--- src/rtl/seq_alu.sv ---
// seq_alu: sequential ALU with a valid/ready handshake on both sides.
// Single-cycle ops register on the accepting edge. The optional iterative
// shift-add multiplier (op 8) is built only when SEQ_ALU_MUL_EN is defined.
// Without that macro, op 8 completes as an illegal opcode and no multiplier
// logic is generated.
module seq_alu #(
   parameter int WIDTH = 8
) (
   input  logic             clk,
   input  logic             rst,
   input  logic             in_valid,
   output logic             in_ready,
   input  logic [WIDTH-1:0] a,
   input  logic [WIDTH-1:0] b,
   input  logic [3:0]       op,
   output logic             out_valid,
   input  logic             out_ready,
   output logic [WIDTH-1:0] result,
   output logic             carry,
   output logic             zero,
   output logic             overflow,
   output logic             negative,
   output logic             illegal
);

   localparam logic [3:0] OP_ADD = 4'd0;
   localparam logic [3:0] OP_SUB = 4'd1;
   localparam logic [3:0] OP_AND = 4'd2;
   localparam logic [3:0] OP_OR  = 4'd3;
   localparam logic [3:0] OP_XOR = 4'd4;
   localparam logic [3:0] OP_NOT = 4'd5;
   localparam logic [3:0] OP_SHL = 4'd6;
   localparam logic [3:0] OP_SHR = 4'd7;
   localparam logic [3:0] OP_MUL = 4'd8;

   typedef enum logic [1:0] {IDLE, MUL, HOLD} state_t;

   state_t           state;
   state_t           state_next;
   logic             accept;
   logic             start_mul;
   logic             mul_done;
   logic [WIDTH-1:0] alu_res;
   logic             alu_c;
   logic             alu_v;
   logic             alu_ill;
   logic [WIDTH:0]   sum;

`ifdef SEQ_ALU_MUL_EN
   localparam int CW = (WIDTH > 1) ? $clog2(WIDTH) : 1;

   logic [2*WIDTH-1:0] mul_a;
   logic [WIDTH-1:0]   mul_b;
   logic [2*WIDTH-1:0] mul_acc;
   logic [2*WIDTH-1:0] acc_next;
   logic [CW-1:0]      mul_cnt;

   // A multiply starts only for op 8; the last partial product finishes the op
   assign start_mul = (op == OP_MUL);
   assign mul_done  = (state == MUL) && (mul_cnt == CW'(WIDTH - 1));
   assign acc_next  = mul_acc + (mul_b[0] ? mul_a : '0);
`else
   assign start_mul = 1'b0;
   assign mul_done  = 1'b0;
`endif

   assign out_valid = (state == HOLD);

   // State register; reset aborts whatever operation is in flight
   always_ff @(posedge clk) begin
      if (rst) begin
         state <= IDLE;
      end else begin
         state <= state_next;
      end
   end

   // Handshake and next-state: a new op may be taken while the previous result drains
   always_comb begin
      state_next = state;
      in_ready   = 1'b0;
      case (state)
         IDLE:    in_ready = 1'b1;
         HOLD:    in_ready = out_ready;
         default: in_ready = 1'b0;
      endcase
      accept = in_valid & in_ready;
      case (state)
         IDLE, HOLD: begin
            if (accept) begin
               state_next = start_mul ? MUL : HOLD;
            end else if ((state == HOLD) && out_ready) begin
               state_next = IDLE;
            end
         end
         MUL: begin
            if (mul_done) begin
               state_next = HOLD;
            end
         end
         default: state_next = IDLE;
      endcase
   end

   // Single-cycle datapath evaluated directly on the presented operands
   always_comb begin
      alu_res = '0;
      alu_c   = 1'b0;
      alu_v   = 1'b0;
      alu_ill = 1'b0;
      sum     = '0;
      case (op)
         OP_ADD: begin
            sum     = {1'b0, a} + {1'b0, b};
            alu_res = sum[WIDTH-1:0];
            alu_c   = sum[WIDTH];
            alu_v   = (a[WIDTH-1] == b[WIDTH-1]) && (alu_res[WIDTH-1] != a[WIDTH-1]);
         end
         OP_SUB: begin
            sum     = {1'b0, a} - {1'b0, b};
            alu_res = sum[WIDTH-1:0];
            alu_c   = sum[WIDTH];
            alu_v   = (a[WIDTH-1] != b[WIDTH-1]) && (alu_res[WIDTH-1] != a[WIDTH-1]);
         end
         OP_AND: alu_res = a & b;
         OP_OR:  alu_res = a | b;
         OP_XOR: alu_res = a ^ b;
         OP_NOT: alu_res = ~a;
         OP_SHL: begin
            alu_res = {a[WIDTH-2:0], 1'b0};
            alu_c   = a[WIDTH-1];
         end
         OP_SHR: begin
            alu_res = {1'b0, a[WIDTH-1:1]};
            alu_c   = a[0];
         end
`ifdef SEQ_ALU_MUL_EN
         OP_MUL: alu_ill = 1'b0;
`endif
         default: alu_ill = 1'b1;
      endcase
   end

   // Result and flag registers, loaded on a single-cycle accept or multiply completion
   always_ff @(posedge clk) begin
      if (rst) begin
         result   <= '0;
         carry    <= 1'b0;
         zero     <= 1'b0;
         overflow <= 1'b0;
         negative <= 1'b0;
         illegal  <= 1'b0;
      end else if (accept && !start_mul) begin
         result   <= alu_res;
         carry    <= alu_c;
         zero     <= (alu_res == '0);
         overflow <= alu_v;
         negative <= alu_res[WIDTH-1];
         illegal  <= alu_ill;
      end
`ifdef SEQ_ALU_MUL_EN
      else if (mul_done) begin
         result   <= acc_next[WIDTH-1:0];
         carry    <= |acc_next[2*WIDTH-1:WIDTH];
         zero     <= (acc_next[WIDTH-1:0] == '0);
         overflow <= 1'b0;
         negative <= acc_next[WIDTH-1];
         illegal  <= 1'b0;
      end
`endif
   end

`ifdef SEQ_ALU_MUL_EN
   // Shift-add multiplier: one partial product per MUL cycle, operands frozen at accept
   always_ff @(posedge clk) begin
      if (rst) begin
         mul_a   <= '0;
         mul_b   <= '0;
         mul_acc <= '0;
         mul_cnt <= '0;
      end else if (accept && start_mul) begin
         mul_a   <= {{WIDTH{1'b0}}, a};
         mul_b   <= b;
         mul_acc <= '0;
         mul_cnt <= '0;
      end else if (state == MUL) begin
         mul_a   <= mul_a << 1;
         mul_b   <= mul_b >> 1;
         mul_acc <= acc_next;
         mul_cnt <= mul_cnt + 1'b1;
      end
   end
`endif

endmodule

--- config.mk ---
export PLATFORM = sky130hd
export DESIGN_NAME = seq_alu
export DESIGN_NICKNAME = d
export VERILOG_FILES = /design/src/rtl/seq_alu.sv
export SDC_FILE = /design/constraint.sdc
export NUM_CORES = 1
export LEC_CHECK = 0
export CAP_MARGIN = 5
export CORE_MARGIN = 4
export CORE_UTILIZATION = 30
export CTS_CLUSTER_DIAMETER = 100
export CTS_CLUSTER_SIZE = 24
export DETAILED_ROUTE_END_ITERATION = 8
export PLACE_DENSITY = 0.57
export SYNTH_ARGS = -nofsm -noshare
export SYNTH_HDL_FRONTEND = slang
export SYNTH_SLANG_ARGS = --single-unit
--- constraint.sdc ---
create_clock -name clk -period 2.4 [get_ports clk]
set_clock_uncertainty 0.05 [all_clocks]
set_input_delay 0.48 -clock clk [delete_from_list [all_inputs] [get_ports clk]]
set_output_delay 0.48 -clock clk [all_outputs]
set_load 0.01 [all_outputs]
Word level (Yosys, flattened, before mapping)
Index checks and enable logic that the tools add are counted.

storage, ports and cells
  input port bits = 24
  logic and storage cells = 46
  flip-flop bits (word level) = 15

operators by class
  bitwise operators = 6
  mux-type cells = 8
  reductions and logical operators = 9
  eq/ne operators = 14
  add/sub/neg operators = 2

operator list
  kind                                                                    count
  8-bit case mux with 8 select lines                                      1
  4-bit by 3-bit equality test with 1-bit output (second input constant)  4
  8-bit by 8-bit adder with 9-bit output                                  1
  8-bit by 8-bit subtractor with 9-bit output                             1
  8-bit bitwise AND                                                       1
  4-bit by 2-bit equality test with 1-bit output (second input constant)  2
  8-bit logical NOT                                                       1
  8-bit inverter                                                          1
  8-bit OR                                                                1
  8-bit OR reduction                                                      1
  8-bit bitwise XOR                                                       1
  4-bit by 1-bit equality test with 1-bit output (second input constant)  1
  4-bit logical NOT                                                       1
  2-bit 2-to-1 mux                                                        2
  1-bit case mux with 2 select lines                                      2
  1-bit case mux with 4 select lines                                      1
  2-bit case mux with 2 select lines                                      1
  1-bit logical AND                                                       3
  1-bit != test                                                           3
  3-bit != test (second input constant)                                   1
  2-bit by 1-bit equality test with 1-bit output (second input constant)  1
  2-bit equality test (second input constant)                             1
  2-bit logical NOT                                                       1
  2-bit AND reduction                                                     1
  5 further kinds                                                         5

Longest topological paths before layout
Gate-level depths: netlist (run 1).

  word-level depth = 5
  gate-level depth with buffers = 10

Worst setup path after synthesis (run 1)
OpenSTA, ideal clock, no wires.

  path kind = in2reg
  start point = input port a[0]
  end point = register zero
  stages = 10
  buffers on the path = 0
  data arrival time = 2.187 ns
  path slack = 0.104 ns
  setup time = 0.059 ns
  cell sequence = inv_1 ha_1 fa_1 o21bai_1 a21oi_1 xor2_1 a22oi_1 o21ai_0 nor4_2 a31o_1

between the ends
  longest elaborated chain between the ends = 3
  elaborated cells between the ends (all ways) = 8
  classes of those cells = 2 x add/sub; 1 x mux; 4 x bitwise; 1 x reduce/logical

ends and longest elaborated chain
  item                                                                       line  text
  from (decl)                                                                13    input logic [WIDTH-1:0] a,
  8-bit by 8-bit subtractor with 9-bit output, or another cell as far along  120   sum = {1'b0, a} - {1'b0, b};
  8-bit case mux with 8 select lines *                                       112   case (op)
  8-bit logical NOT *                                                        156   zero <= (alu_res == '0);
  to (signal assigned)                                                       156
  to (decl)                                                                  20    output logic zero,

Every way passes the cells marked *; elsewhere a longest branch is shown, timed or not.
A chain may end at the register's enable or synchronous reset.

Worst setup path in the final report (run 1)
  start point = input port a[2]
  end point = register zero

Same word-level chain as after synthesis.

==> results of run 1 <==
## worst min-delay path, cell delays in order (launching register included)
cell	delay [ns]
dfxtp_1	0.31
nand2_1	0.05
a21oi_1	0.05
## worst paths after layout
| check | end | start | slack (ns) | cells past startpoint |
|---|---|---|---|---|
| setup / recovery | zero$_SDFFE_PP0P_ | a[2] | 0.08 | 11 |
| hold reg to reg | illegal$_SDFFE_PP0P_ | illegal$_SDFFE_PP0P_ | 0.41 | 2 |
| hold / removal | illegal$_SDFFE_PP0P_ | illegal$_SDFFE_PP0P_ | 0.41 | 2 |
| setup reg to reg | zero$_SDFFE_PP0P_ | state[1]$_SDFFE_PP0P_ | 1.01 | 6 |
## layout by cell type, fill, tap and decap left out, types with 7 or more instances in the layout
master	count
o21ai_0	9
nand2b_1	8
clkdlybuf4s50_1	20
ha_4	9
inv_1	14
inv_2	11
a21oi_1	15
nor2_1	23
nand2_1	17
dfxtp_1	13
dlymetal6s2s_1	8
buf_4	77
ha_1	14
o22ai_1	7
buf_6	12
## logic make-up (layout without fill, tap and decap cells)
group | after synthesis | in the layout | synth area share, %
xor+xnor | 9 | 9 | 4.00
flops | 13 | 13 | 13.2
fa+ha+maj | 27 | 27 | 17.9
simple gates | 83 | 83 | 23.3
buf+inv | 41 | 157 | 10.7
mux | 8 | 8 | 4.13
compound gates | 77 | 77 | 26.7
## final cells by class
type	count	share of cell area [%]
multi-input cells	204	52.5
repair buffers	128	32.8
flip-flops and latches	13	7.75
well taps	77	2.87
inverters	25	2.79
clock buffers	4	1.34
## state kept, by name, indices dropped and copies added (netlist names)
name / flops
state: 1
carry: 1
result: 8
overflow: 1
illegal: 1
zero: 1
## synthesized netlist by cell type (4+ instances only)
library cell   n
buf_6          4
nor2_1        23
a211oi_1       6
mux2i_1        7
dfxtp_1       13
a21oi_1       19
o22ai_1        7
nand2b_1       8
xnor2_1        6
ha_1          25
nor3_1         6
a31oi_1        4
nand2_1       19
buf_4          6
o21ai_0       15
inv_1         25
## power groups by stage
stage	registers [mW]	logic (mW)	clock network [mW]
floorplan	0.249	0.265	0
global placement	0.242	0.523	0
detailed placement	0.242	0.528	0
CTS	0.238	0.588	0.193
global route	0.240	0.681	0.204
finish	0.238	0.626	0.188
## metrics by stage
| stage | util (%) | hold slack, ns |
|---|---|---|
| final | 52.9 | 0.410 |
| after global routing | 52.9 | 0.447 |
| after CTS | 50.7 | 0.417 |
| after global placement | 46.5 | 0.397 |
| after detailed placement | 46.5 | 0.410 |
| after floorplan | - | 0.431 |
## routing by layer
metal | vias up | global-route usage, % | share of wire, % | wire length, um
met5 | - | 0 | 0 | 0
met4 | 0 | 2.03 | 0.18 | 11
met3 | 2 | 1.11 | 4.5 | 276
met2 | 47 | 28.3 | 50 | 3050
met1 | 1029 | 19.6 | 45 | 2750
li1 | 1155 | - | - | -
## timing repair
action,CTS,global route
hold buffers,0,0
gates cloned,0,1
endpoints found under the setup margin,8,7
buffers inserted,3,3
gates resized for setup,59,38
pin swaps,26,25
==> out/results.ini, run 1 <==
[synth]
synth-seq-area-share_pct = 13.2
avgSynthCellArea_um2 = 7.63
ys_warn_count = 0
synth_area_leaders = ha_1 (16%), dfxtp_1 (13%), a21oi_1 (4.8%)
ys_seq_elements = 13
ys_types = 55
synth_edf_count = 0
synth_top_cell_by_area = ha_1
yosys_most_used_dff = dfxtp_1
netlist_area_um2 = 1970
synthCells = 258
synth.net_count = 309
yosys.area.top_type_share_pct = 15.9
synthArstFlopShare_pct = 0

[cts]
cts_sinks = 13
cts_htree_levels = 1
cts_tree = built
clkTransAtPathRegs_ns = 0.05
clock-root-buffer = clkbuf_8
clk_latency_ns = 0.23
cts_buffers = 3
clockBufferDepth = 2

[global_routing]
grt_pass1_vias = 2153
grt_remaining_overflow = 0
antenna_found_initial = 0
grt_usage_pct = 15.2
grt_max_degree = 18
grt_pass1_wl_um = 9820

[worst_setup_path]
startpoint_type = input port
slowest_stage = dlygate4sd2_1
path_buf_inv = 3
arrival_ns = 2.40
cp_top_family = compound AO/OA/AOI/OAI gates
cp-end-kind = flop
crit_path_max_fanout = 5
crit_chain = dlygate4sd2_1, buf_4, ha_2, a211oi_2, buf_4, o21bai_1, a21oi_1, o22ai_1, xnor2_1, a21oi_2, a31o_1
cp_common_cell = buf_4
critical_path.max_stage_delay_ns = 0.26
worstSetupPathType = input port to flop
critical_path_required_ns = 2.48

[finish]
num-fill-cells = 578
instances_no_fill = 451
multiInputGateArea_um2 = 1760
regArea_um2 = 260
fin_nets = 426
layout-drive-gt1-share_pct = 40.9
antennaDiodeCount = 0
final_area_um2 = 3360
syn2layout_area_growth_pct = 70.5

[floorplan]
initial_core_util_pct = 31.0
fp.dieW_um = 89.0
core_region_area_um2 = 6350
rows = 29
io_pins = 39
dieArea_um2 = 7920
die_h_um = 89.0

[place]
place_ws_ns = -0.640
dp_cells = 440
portBuffers = 38
place_area_um2 = 2950
dp_hpwl_um = 4760
gp_congestion = 0.901

[power]
switching_share_pct = 35.4
internal_power_uw = 680
pwr-share-seq_pct = 22.6
leakagePower_nw = 1.49
switchingPower_uw = 373
combPwrFrac_pct = 59.5
power.total_mw = 1.05
vdd_drop_max_mv = 0.289
power_density_nw_per_um2 = 313
clock_power_share_pct = 17.9

[sta]
finalMaxSlewViolations = 0
fmaxAchievable_ghz = 0.432
setup_viol = 0
hold_viol_final = 0
setup_slack_ns = 0.0827
tns_ns = 0
fin_crit_ns = 2.32
rsz0062_at_grt = true
slew_headroom_pct = 71.7
worst_pin_slew_ns = 0.421
period_share_pct = 96.6

[drt]
dr.pass1.iters = 4
num_vias = 2233
drc = 0
drt-initial-drc-count = 64
wl_um = 6090
wl_per_cell_um = 13.5
drt-vias-per-instance = 4.95
ant_nets = 0

[outcome]
outcome = finished, final reports clean

[worst_hold_path]
hold_path_class = flop to flop

[job]
drv_cap = 0

Note: power is estimated with default switching activity, not from simulation.
==> run 2: changes to the inputs <==
Settings changed: ABC_CLOCK_PERIOD_IN_PS from default to 2400, CORE_MARGIN 4 to 2.
==> run 2 against run 1 <==
  * Die area down 8.8%
  * Sequential cell count unchanged
  * Register-to-register slack worse by 0.08 ns
  * Via count up 1.9%
  * Core utilization up 0.24 points
  * Critical path depth unchanged
  * Final cell count down 0.44%
  * Design area up 0.45%
  * Sequential power about the same
  * Maximum frequency down 1.0%
  * Hold slack better by 0.0037 ns
==> out/results.ini, run 2 (synthesis results as in run 1) <==
[outcome]
outcome = finished, final reports clean

[floorplan]
core_region_area_um2 = 6350
die_h_um = 85.0
fp.dieW_um = 85.0
rows = 29
io_pins = 39
initial_core_util_pct = 31.0
dieArea_um2 = 7230

[worst_setup_path]
critical_path.max_stage_delay_ns = 0.40
path_buf_inv = 2
cp-end-kind = flop
r2r-start = state[1]$_SDFFE_PP0P_
rr_worst_depth = 6
rr_endpoint = zero$_SDFFE_PP0P_
critical_path_required_ns = 2.54
cp_top_family = adder cells
slowest_stage = fa_2
arrival_ns = 2.49
reg2reg_slack_ns = 0.93
worstSetupPathType = input port to flop
crit_path_max_fanout = 3
startpoint_type = input port
crit_chain = clkdlybuf4s15_2, inv_2, ha_4, fa_2, xor2_1, a32oi_2, o221ai_2, nor4_2, nand2_1, nor4_4, a31o_1

[finish]
final_cell_mix = buf_4 (75), nor2_1 (23), clkdlybuf4s50_1 (20)
instances_no_fill = 449
syn2layout_area_growth_pct = 71.3
num-fill-cells = 594
fin_nets = 424
final_common_cell = buf_4
final_util_pct = 53.1
antennaDiodeCount = 0
layout-drive-gt1-share_pct = 39.8
largest_reg_flops = 8
regMostFlops = result

[worst_hold_path]
min_to = result[0]$_SDFFE_PP0P_
hold_path_class = flop to flop
whs_path_depth = 2
min_from = result[0]$_SDFFE_PP0P_

[place]
dp_hpwl_um = 4730
portBuffers = 38
gp_congestion = 0.824
dp_cells = 440
place_ws_ns = -0.647

[cts]
postCtsHoldBufs = 0
cts_buffers = 3
clockBufferDepth = 2
cts_sinks = 13
clkTransAtPathRegs_ns = 0.06
cts_tree = built
cts_htree_levels = 1
clk_latency_ns = 0.24
clock-root-buffer = clkbuf_8

[power]
switchingPower_uw = 387
power_density_nw_per_um2 = 317
pwr-share-seq_pct = 22.2
combPwrFrac_pct = 59.4
vdd_drop_max_mv = 0.426
internal_power_uw = 682
leakagePower_nw = 1.51
switching_share_pct = 36.2
clock_power_share_pct = 18.4

[sta]
setup_viol = 0
finalMaxSlewViolations = 0
period_share_pct = 97.6
rsz0062_at_grt = true
worst_pin_slew_ns = 0.515
fmaxAchievable_ghz = 0.427
setup_slack_ns = 0.0584
hold_ws_ns = 0.414
hold_viol_final = 0
slew_headroom_pct = 65.3
tns_ns = 0
fin_crit_ns = 2.34

[drt]
wl_um = 6190
drt-vias-per-instance = 5.07
drt-initial-drc-count = 77
wl_per_cell_um = 13.8
num_vias = 2276
dr.pass1.iters = 5
drc = 0
ant_nets = 0

[global_routing]
grt_remaining_overflow = 0
grt_pass1_wl_um = 9750
grt_pass1_vias = 2132
grt_usage_pct = 16.2
grt_max_degree = 18
antenna_found_initial = 0

[job]
drv_cap = 0

==> run 2: final cells by class <==
class                           instances  area (um^2)  share of cell area (%)
Multi-Input combinational cell        204         1780                    52.9
Timing Repair Buffer                  126         1090                    32.5
Sequential cell                        13          260                    7.72
Tap cell                               77         96.3                    2.86
Inverter                               25         93.8                    2.78
Clock buffer                            4         45.0                    1.34
==> run 2: layer usage <==
layer / wire length [um] / track usage (%) / vias up / part of all wire [%]
met4: 55 / 3.32 / 0 / 0.89
li1: - / - / 1143 / -
met2: 3160 / 29.0 / 56 / 51
met3: 252 / 1.07 / 6 / 4.1
met1: 2720 / 21.3 / 1071 / 44
met5: 0 / 0 / - / 0
==> run 2: through the flow <==
| step | area [um^2] | total power, mW |
|---|---|---|
| 3_3_place_gp | 2950 | 0.767 |
| 2_1_floorplan | 1970 | 0.513 |
| 5_1_grt | 3370 | 1.14 |
| 6_report | 3370 | 1.07 |
| 4_1_cts | 3150 | 1.00 |
| 3_5_place_dp | 2950 | 0.772 |
==> run 2: how the worst max path moves through the flow <==
stage / from / to / cells past startpoint
after global routing: a[0] / zero$_SDFFE_PP0P_ / 11
final: a[0] / zero$_SDFFE_PP0P_ / 11
after floorplan: a[0] / zero$_SDFFE_PP0P_ / 10
after global placement: a[0] / zero$_SDFFE_PP0P_ / 11
after detailed placement: a[0] / zero$_SDFFE_PP0P_ / 11
after CTS: a[4] / zero$_SDFFE_PP0P_ / 10
==> run 2: worst min-delay path: cells and delay by family, from the launching register on <==
family / cells / cell delay (ns)
flip-flops: 1 / 0.31
AO/OA/AOI/OAI: 1 / 0.06
AND/OR/NAND/NOR: 1 / 0.05
==> run 2: power groups by stage <==
stage	Combinational, mW	Clock (mW)	Sequential (mW)
after floorplan	0.265	0	0.249
after global placement	0.525	0	0.242
after detailed placement	0.530	0	0.242
after CTS	0.567	0.199	0.237
after global routing	0.689	0.210	0.239
final	0.635	0.197	0.237
==> run 2: timing repair <==
item / in CTS / in global routing
endpoints found under the setup margin: 8 / 8
gates cloned: 0 / 1
resized for setup: 47 / 49
pin swaps: 18 / 22
setup buffers: 0 / 4
